### src/rtl/rv32i_pkg.sv
// Shared RV32 definitions for the data-memory sequencing path.
// Holds the controller state encoding, load/store funct3 codes and a size helper.
// No logic of its own; imported by dmem_ctrl and dmem_lane_align.
package rv32i_pkg;

    typedef enum logic [2:0] {
        ST_IDLE = 3'd0,
        ST_RD0  = 3'd1,
        ST_WR0  = 3'd2,
        ST_RD1  = 3'd3,
        ST_WR1  = 3'd4,
        ST_RSP  = 3'd5
    } dmem_state_t;

    localparam logic [2:0] F3_LB  = 3'b000;
    localparam logic [2:0] F3_LH  = 3'b001;
    localparam logic [2:0] F3_LW  = 3'b010;
    localparam logic [2:0] F3_LBU = 3'b100;
    localparam logic [2:0] F3_LHU = 3'b101;
    localparam logic [2:0] F3_SB  = 3'b000;
    localparam logic [2:0] F3_SH  = 3'b001;
    localparam logic [2:0] F3_SW  = 3'b010;

    // Memory is always asked for a full doubleword; merging is done here.
    localparam logic [2:0] DMEM_F3_DWORD = 3'b011;

    // Byte count encoded by funct3[1:0] (00->1, 01->2, 10->4).
    function automatic logic [3:0] f3_bytes(input logic [1:0] sz);
        return 4'd1 << sz;
    endfunction

endpackage

### src/rtl/dmem_lane_align.sv
// Byte lane steering: store merge into two doubleword beats, load extract + extension.
// Latency: purely combinational.
// Backpressure: none; outputs follow inputs.
module dmem_lane_align
    import rv32i_pkg::*;
#(
    parameter int MLEN = 64,
    parameter int XLEN = 32
) (
    input  logic [2:0]      off,
    input  logic [1:0]      size,
    input  logic            zext,
    input  logic [XLEN-1:0] wdata,
    input  logic [MLEN-1:0] buf0,
    input  logic [MLEN-1:0] buf1,
    input  logic [MLEN-1:0] ld_lo,
    input  logic [MLEN-1:0] ld_hi,
    output logic [MLEN-1:0] beat0,
    output logic [MLEN-1:0] beat1,
    output logic [XLEN-1:0] ld_data
);

    localparam int MB = MLEN / 8;
    localparam int XB = XLEN / 8;

    logic [2*MLEN-1:0] pair;
    logic [XLEN-1:0]   raw;
    int                nbytes;
    int                pos;

    assign pair   = {ld_hi, ld_lo};
    assign nbytes = int'(f3_bytes(size));

    // Store byte k lands at o+k; positions past the doubleword spill into beat 1.
    always_comb begin
        beat0 = buf0;
        beat1 = buf1;
        pos   = 0;
        for (int k = 0; k < XB; k++) begin
            if (k < nbytes) begin
                pos = int'(off) + k;
                if (pos < MB)
                    beat0[pos*8 +: 8] = wdata[k*8 +: 8];
                else
                    beat1[(pos-MB)*8 +: 8] = wdata[k*8 +: 8];
            end
        end
    end

    // Load bytes are taken from the concatenated pair starting at the offset.
    always_comb begin
        raw = XLEN'(pair >> {off, 3'b000});
    end

    // Extend from the top bit of the accessed size; zext picks LBU/LHU behaviour.
    always_comb begin
        case (size)
            2'b00:   ld_data = {{(XLEN-8){~zext & raw[7]}}, raw[7:0]};
            2'b01:   ld_data = {{(XLEN-16){~zext & raw[15]}}, raw[15:0]};
            default: ld_data = raw;
        endcase
    end

endmodule

### src/rtl/dmem_ctrl.sv
// Sequences RV32 loads/stores into aligned 64-bit reads/writes (RMW, split beats).
// Latency accept->rsp: err 1, load 2/3 (split), store 3/5 (split).
// Backpressure: req_ready only in IDLE; rsp_valid is a one-cycle strobe, no stall.
module dmem_ctrl
    import rv32i_pkg::*;
#(
    parameter int MEM_WIDTH = 15,
    parameter int MLEN      = 64,
    parameter int XLEN      = 32
) (
    input  logic                 clk,
    input  logic                 areset,
    input  logic                 req_valid,
    output logic                 req_ready,
    input  logic                 req_we,
    input  logic [2:0]           req_funct3,
    input  logic [31:0]          req_addr,
    input  logic [XLEN-1:0]      req_wdata,
    output logic                 rsp_valid,
    output logic [XLEN-1:0]      rsp_rdata,
    output logic                 rsp_error,
    output logic [MEM_WIDTH-1:0] mem_addr,
    output logic [2:0]           mem_funct3,
    input  logic [MLEN-1:0]      mem_rd_data,
    output logic [MLEN-1:0]      mem_wr_data,
    output logic                 mem_wr_en
);

    localparam int DW = MEM_WIDTH - 3;

    dmem_state_t     state, state_nxt;
    logic            lat_we;
    logic [2:0]      lat_f3;
    logic [2:0]      lat_off;
    logic [DW-1:0]   lat_dw;
    logic [DW-1:0]   dw_next;
    logic [XLEN-1:0] lat_wdata;
    logic            lat_split;
    logic [MLEN-1:0] buf0, buf1;
    logic [MLEN-1:0] ld_lo, ld_hi;
    logic [MLEN-1:0] beat0, beat1;
    logic [XLEN-1:0] ld_data;
    logic            acc_split;
    logic            acc_err;

    // Classify the incoming request: split detection and every reject reason.
    always_comb begin
        acc_split = ({1'b0, req_addr[2:0]} + f3_bytes(req_funct3[1:0])) > 4'd8;
        acc_err   = (req_funct3[1:0] == 2'b11)
                  || (req_funct3 == 3'b110) || (req_funct3 == 3'b111)
                  || (req_we && req_funct3[2])
                  || (|req_addr[31:MEM_WIDTH])
                  || (acc_split && (&req_addr[MEM_WIDTH-1:3]));
    end

    // Next-state: loads read one or two beats, stores read-then-write each beat.
    always_comb begin
        state_nxt = state;
        case (state)
            ST_IDLE: if (req_valid) state_nxt = acc_err ? ST_RSP : ST_RD0;
            ST_RD0:  state_nxt = lat_we ? ST_WR0 : (lat_split ? ST_RD1 : ST_RSP);
            ST_WR0:  state_nxt = lat_split ? ST_RD1 : ST_RSP;
            ST_RD1:  state_nxt = lat_we ? ST_WR1 : ST_RSP;
            ST_WR1:  state_nxt = ST_RSP;
            default: state_nxt = ST_IDLE;
        endcase
    end

    // State register; reset drops straight back to IDLE even mid-access.
    always_ff @(posedge clk or posedge areset) begin
        if (areset) state <= ST_IDLE;
        else        state <= state_nxt;
    end

    assign dw_next = lat_dw + {{(DW-1){1'b0}}, 1'b1};

    // Request latches, read buffers, address register and registered response.
    always_ff @(posedge clk or posedge areset) begin
        if (areset) begin
            lat_we    <= 1'b0;
            lat_f3    <= 3'b000;
            lat_off   <= 3'b000;
            lat_dw    <= '0;
            lat_wdata <= '0;
            lat_split <= 1'b0;
            buf0      <= '0;
            buf1      <= '0;
            mem_addr  <= '0;
            rsp_rdata <= '0;
            rsp_error <= 1'b0;
        end else begin
            if (state == ST_IDLE && req_valid) begin
                lat_we    <= req_we;
                lat_f3    <= req_funct3;
                lat_off   <= req_addr[2:0];
                lat_dw    <= req_addr[MEM_WIDTH-1:3];
                lat_wdata <= req_wdata;
                lat_split <= acc_split;
                // Rejected requests must not disturb the memory address.
                if (!acc_err) mem_addr <= {req_addr[MEM_WIDTH-1:3], 3'b000};
            end
            if (state == ST_RD0) buf0 <= mem_rd_data;
            if (state == ST_RD1) buf1 <= mem_rd_data;
            if (state_nxt == ST_RD1) mem_addr <= {dw_next, 3'b000};
            if (state_nxt == ST_RSP) begin
                rsp_error <= (state == ST_IDLE);
                rsp_rdata <= (state == ST_RD0 || state == ST_RD1) ? ld_data : '0;
            end
        end
    end

    // The final read beat's data is used straight off the bus for the response.
    assign ld_lo = (state == ST_RD0) ? mem_rd_data : buf0;
    assign ld_hi = (state == ST_RD1) ? mem_rd_data : buf1;

    dmem_lane_align #(
        .MLEN (MLEN),
        .XLEN (XLEN)
    ) u_align (
        .off     (lat_off),
        .size    (lat_f3[1:0]),
        .zext    (lat_f3[2]),
        .wdata   (lat_wdata),
        .buf0    (buf0),
        .buf1    (buf1),
        .ld_lo   (ld_lo),
        .ld_hi   (ld_hi),
        .beat0   (beat0),
        .beat1   (beat1),
        .ld_data (ld_data)
    );

    assign req_ready   = (state == ST_IDLE);
    assign rsp_valid   = (state == ST_RSP);
    assign mem_wr_en   = (state == ST_WR0) || (state == ST_WR1);
    assign mem_wr_data = (state == ST_WR1) ? beat1 : beat0;
    assign mem_funct3  = DMEM_F3_DWORD;

endmodule

### config.mk
export PLATFORM = sky130hd
export DESIGN_NAME = dmem_ctrl
export DESIGN_NICKNAME = d
export VERILOG_FILES = /design/src/rtl/rv32i_pkg.sv /design/src/rtl/dmem_lane_align.sv /design/src/rtl/dmem_ctrl.sv
export SDC_FILE = /design/constraint.sdc
export NUM_CORES = 1
export LEC_CHECK = 0
export CORE_UTILIZATION = 40
export CTS_BUF_LIST = sky130_fd_sc_hd__clkbuf_16
export DETAILED_ROUTE_END_ITERATION = 7
export HOLD_SLACK_MARGIN = 0.05
export PLACE_DENSITY = 0.71
export SYNTH_ARGS = -nofsm -noshare
export SYNTH_HDL_FRONTEND = slang
export SYNTH_SLANG_ARGS = --single-unit
### constraint.sdc
create_clock -name clk -period 11.45 [get_ports clk]
set_input_delay 2.8625 -clock clk [delete_from_list [all_inputs] [get_ports clk]]
set_output_delay 2.8625 -clock clk [all_outputs]
set_load 0.005 [all_outputs]
==> reports/qor.yml <==
holdCritPathClass: "reg -> reg"
gp_congestion: 1.046
slew_headroom_pct: 15.96
switching_share_pct: 52.11
seq_power_share_pct: 21.9
synth-async-reset-ratio_pct: 100.0
htreeDepth: 1
cts.sinks: 228
hold_end: "rsp_rdata[21]"
synth-edff-count: 0
cts_made_buffers: 27
synth.distinct_cells: 80
io-pin-count: 253
grt_overflow: 0
period_share_pct: 78.70
antenna_found_initial: 6
grt_pass1_vias: 17460
required_ps: 8590
outcome: "complete, no violations"
ys_warn_count: 0
drc: 0
core_area_sq_mm: 0.04422
max-cap-violations: 0
leakagePower_nw: 9.534
final_layout_size_suffix_gt1_share_pct: 10.36
power_frac_comb_pct: 66.0
worstPathMaxFanout: 29
clk-insertion-delay-late_ps: 590
track_usage_pct: 39.64
cts_setup_buffers: 0
avgSynthCellArea_sq_um: 8.461
ys_seq_elements: 228
cts_resized: 0
syn_area_sq_mm: 0.01790
yosys-top-cells-count: "nand2_1 (356), dfrtp_1 (228), mux2i_1 (175)"
fin_setup_tns_ps: 0
critPathKind: "reg -> out"
irDropWorstVdd_v: 0.0001731
fill_cells: 4233
die_w_um: 213.6
finalClockSkew_ps: 12.33
yosys.area.top_type: "dfrtp_1"
io_buffers: 246
clk_path_buf_depth: 3
viasPerCell: 6.482
hold_violations: 0
final_core_util_pct: 48.94
fmax_mhz: 111.0
postSynthCellCount: 2116
rsz0062_at_grt: "false"
nets: 2406
period_needed_ps: 9011
routed_wirelength_um: 91450
pwr_density_cell_mw_per_mm2: 383.9
drt-wirelength-per-cell_um: 32.06
reg2reg_setup_slack_ps: 7780
initial_core_util_pct: 40.49
drtIter0Drc: 2264
setup_viol: 0
grt_max_degree: 85
vias: 18490
max_stage_delay_ps: 700
p_total_w: 0.008308
clkPwrFrac_pct: 12.1
crit_path_start_kind: "flip-flop"
post-synth-top-count-cell: "nand2_1"
clk_pin_slew_worst_paths_ps: 60
drt-pass1-iter-count: 6
synth_top_area_share_pct: 31.87
place_ws_ps: 3304
cp.arrival_ps: 6150
slew_violations: 0
cp_slowest_cell: "nor2b_1"
whs_path_depth: 2
crit_chain: "inv_2 -> ha_1 -> nand2_1 -> nor2_1 -> inv_1 -> ha_1 -> nor2b_1 -> nand3_1 -> nor2_1 -> a32oi_1 -> a31oi_1 -> clkdlybuf4s50_1"
cts_tree: "built"
num_rows: 77
dieArea_sq_mm: 0.04561
switchingPower_w: 0.004329
setup_slack_ps: 2439
ff2ff_path_depth: 7
setup.worst_path.end_class: "primary output"
dp_hpwl_um: 69820
drt.antenna.violating_nets: 0
r2r_end: "rsp_rdata[22]"
reg2reg_from: "state[0]"
grt_pass1_wl_um: 128100
area_growth_pct: 20.88
cts_root_buf: "clkbuf_16"
netlist_top_cells_area: "dfrtp_1 (32%), mux2i_1 (9.8%), nand2_1 (7.5%)"
worstHoldStart: "rsp_rdata[21]"
p_int_w: 0.003979
ys.flop_type: "dfrtp_1"
postCtsHoldBufs: 0
die_height_um: 213.6
tightestPinTransition_ps: 1261
yosysSeqAreaShare_pct: 31.87
-- worst max-delay path by stage --
stage                           from         endpoint  slack [ps]  cells past startpoint
after floorplan               areset          buf0[0]        2340                      1
after global placement    lat_off[0]   mem_wr_data[7]        3340                     12
after detailed placement  lat_off[0]   mem_wr_data[7]        3300                     12
after CTS                 lat_off[0]   mem_wr_data[7]        2670                     12
after global routing      lat_off[0]  mem_wr_data[39]        2380                     12
final                     lat_off[0]   mem_wr_data[7]        2440                     12
-- cell families after synthesis --
logic type | synth area share (%)
and+or+nand+nor | 18.69
AOI/OAI and AO/OA | 19.71
muxes | 20.04
buffers and inverters | 6.499
DFF | 31.87
adders and majority gates | 2.418
xor gates and xnor gates | 0.7338
other | 0.04195
-- sequential cells by signal, summed over array words and instances (netlist names), 3 cells and up --
name and cells:
state 3, lat_wdata 32, mem_addr 12, lat_off 3
lat_f3 3, buf0 64, rsp_rdata 32, lat_dw 12
buf1 64
-- area by class of cell --
type                    count  area (sq um)  area share [%]
diodes                      3         7.507         0.03469
clock buffers              27         675.6           3.122
clock inverters            23         339.1           1.567
inverters                  88         337.8           1.561
multi-input cells        1609         11090           51.25
flip-flops and latches    228          5709           26.38
well taps                 592         740.7           3.423
repair buffers            283          2740           12.66
-- metal layers --
layer	vias up	wire, um	track usage, %
met5	-	27	0
met4	4	6554	24.98
met3	244	7898	7.616
met2	1108	39550	59.44
met1	9196	37420	52.50
li1	7940	-	-
-- critical path: cells and delay by family, from the launching register on --
family | cells | cell delay (ps)
adder cells (fa/ha/maj) | 2 | 980
AO/OA/AOI/OAI | 2 | 670
AND/OR/NAND/NOR | 5 | 1950
flip-flops | 1 | 630
buffers and inverters | 3 | 1290
-- power groups by stage --
stage / clock, W / sequential [W] / combinational, W
3_5_place_dp: 0 / 0.00180 / 0.00529
3_3_place_gp: 0 / 0.00179 / 0.00528
5_1_grt: 0.00105 / 0.00182 / 0.00573
6_report: 0.00101 / 0.00182 / 0.00548
4_1_cts: 0.00101 / 0.00179 / 0.00533
2_1_floorplan: 0 / 0.00139 / 0.00313
-- placed cells by master (no fill, tap or decap), types with 39 or more instances in the layout --
| cell | Yosys | layout |
|---|---|---|
| a211oi_1 | 59 | 59 |
| a21oi_1 | 144 | 144 |
| clkdlybuf4s50_1 | 0 | 246 |
| dfrtp_1 | 228 | 227 |
| inv_1 | 86 | 85 |
| mux2_2 | 85 | 85 |
| mux2i_1 | 175 | 175 |
| mux4_2 | 39 | 39 |
| nand2_1 | 356 | 355 |
| nand3_1 | 67 | 67 |
| nor2_1 | 120 | 119 |
| o21ai_0 | 60 | 60 |
-- stage by stage --
stage | hold WS (ps) | cell area, sq um | instances
2_1_floorplan | 463.6 | 17920 | 2120
3_3_place_gp | 466.9 | 20620 | 2800
3_5_place_dp | 469.5 | 20620 | 2800
4_1_cts | 487.1 | 21630 | 2850
5_1_grt | 510.0 | 21630 | 2850
6_report | 481.3 | 21640 | 2853
Note: power is estimated with default switching activity, not from simulation.
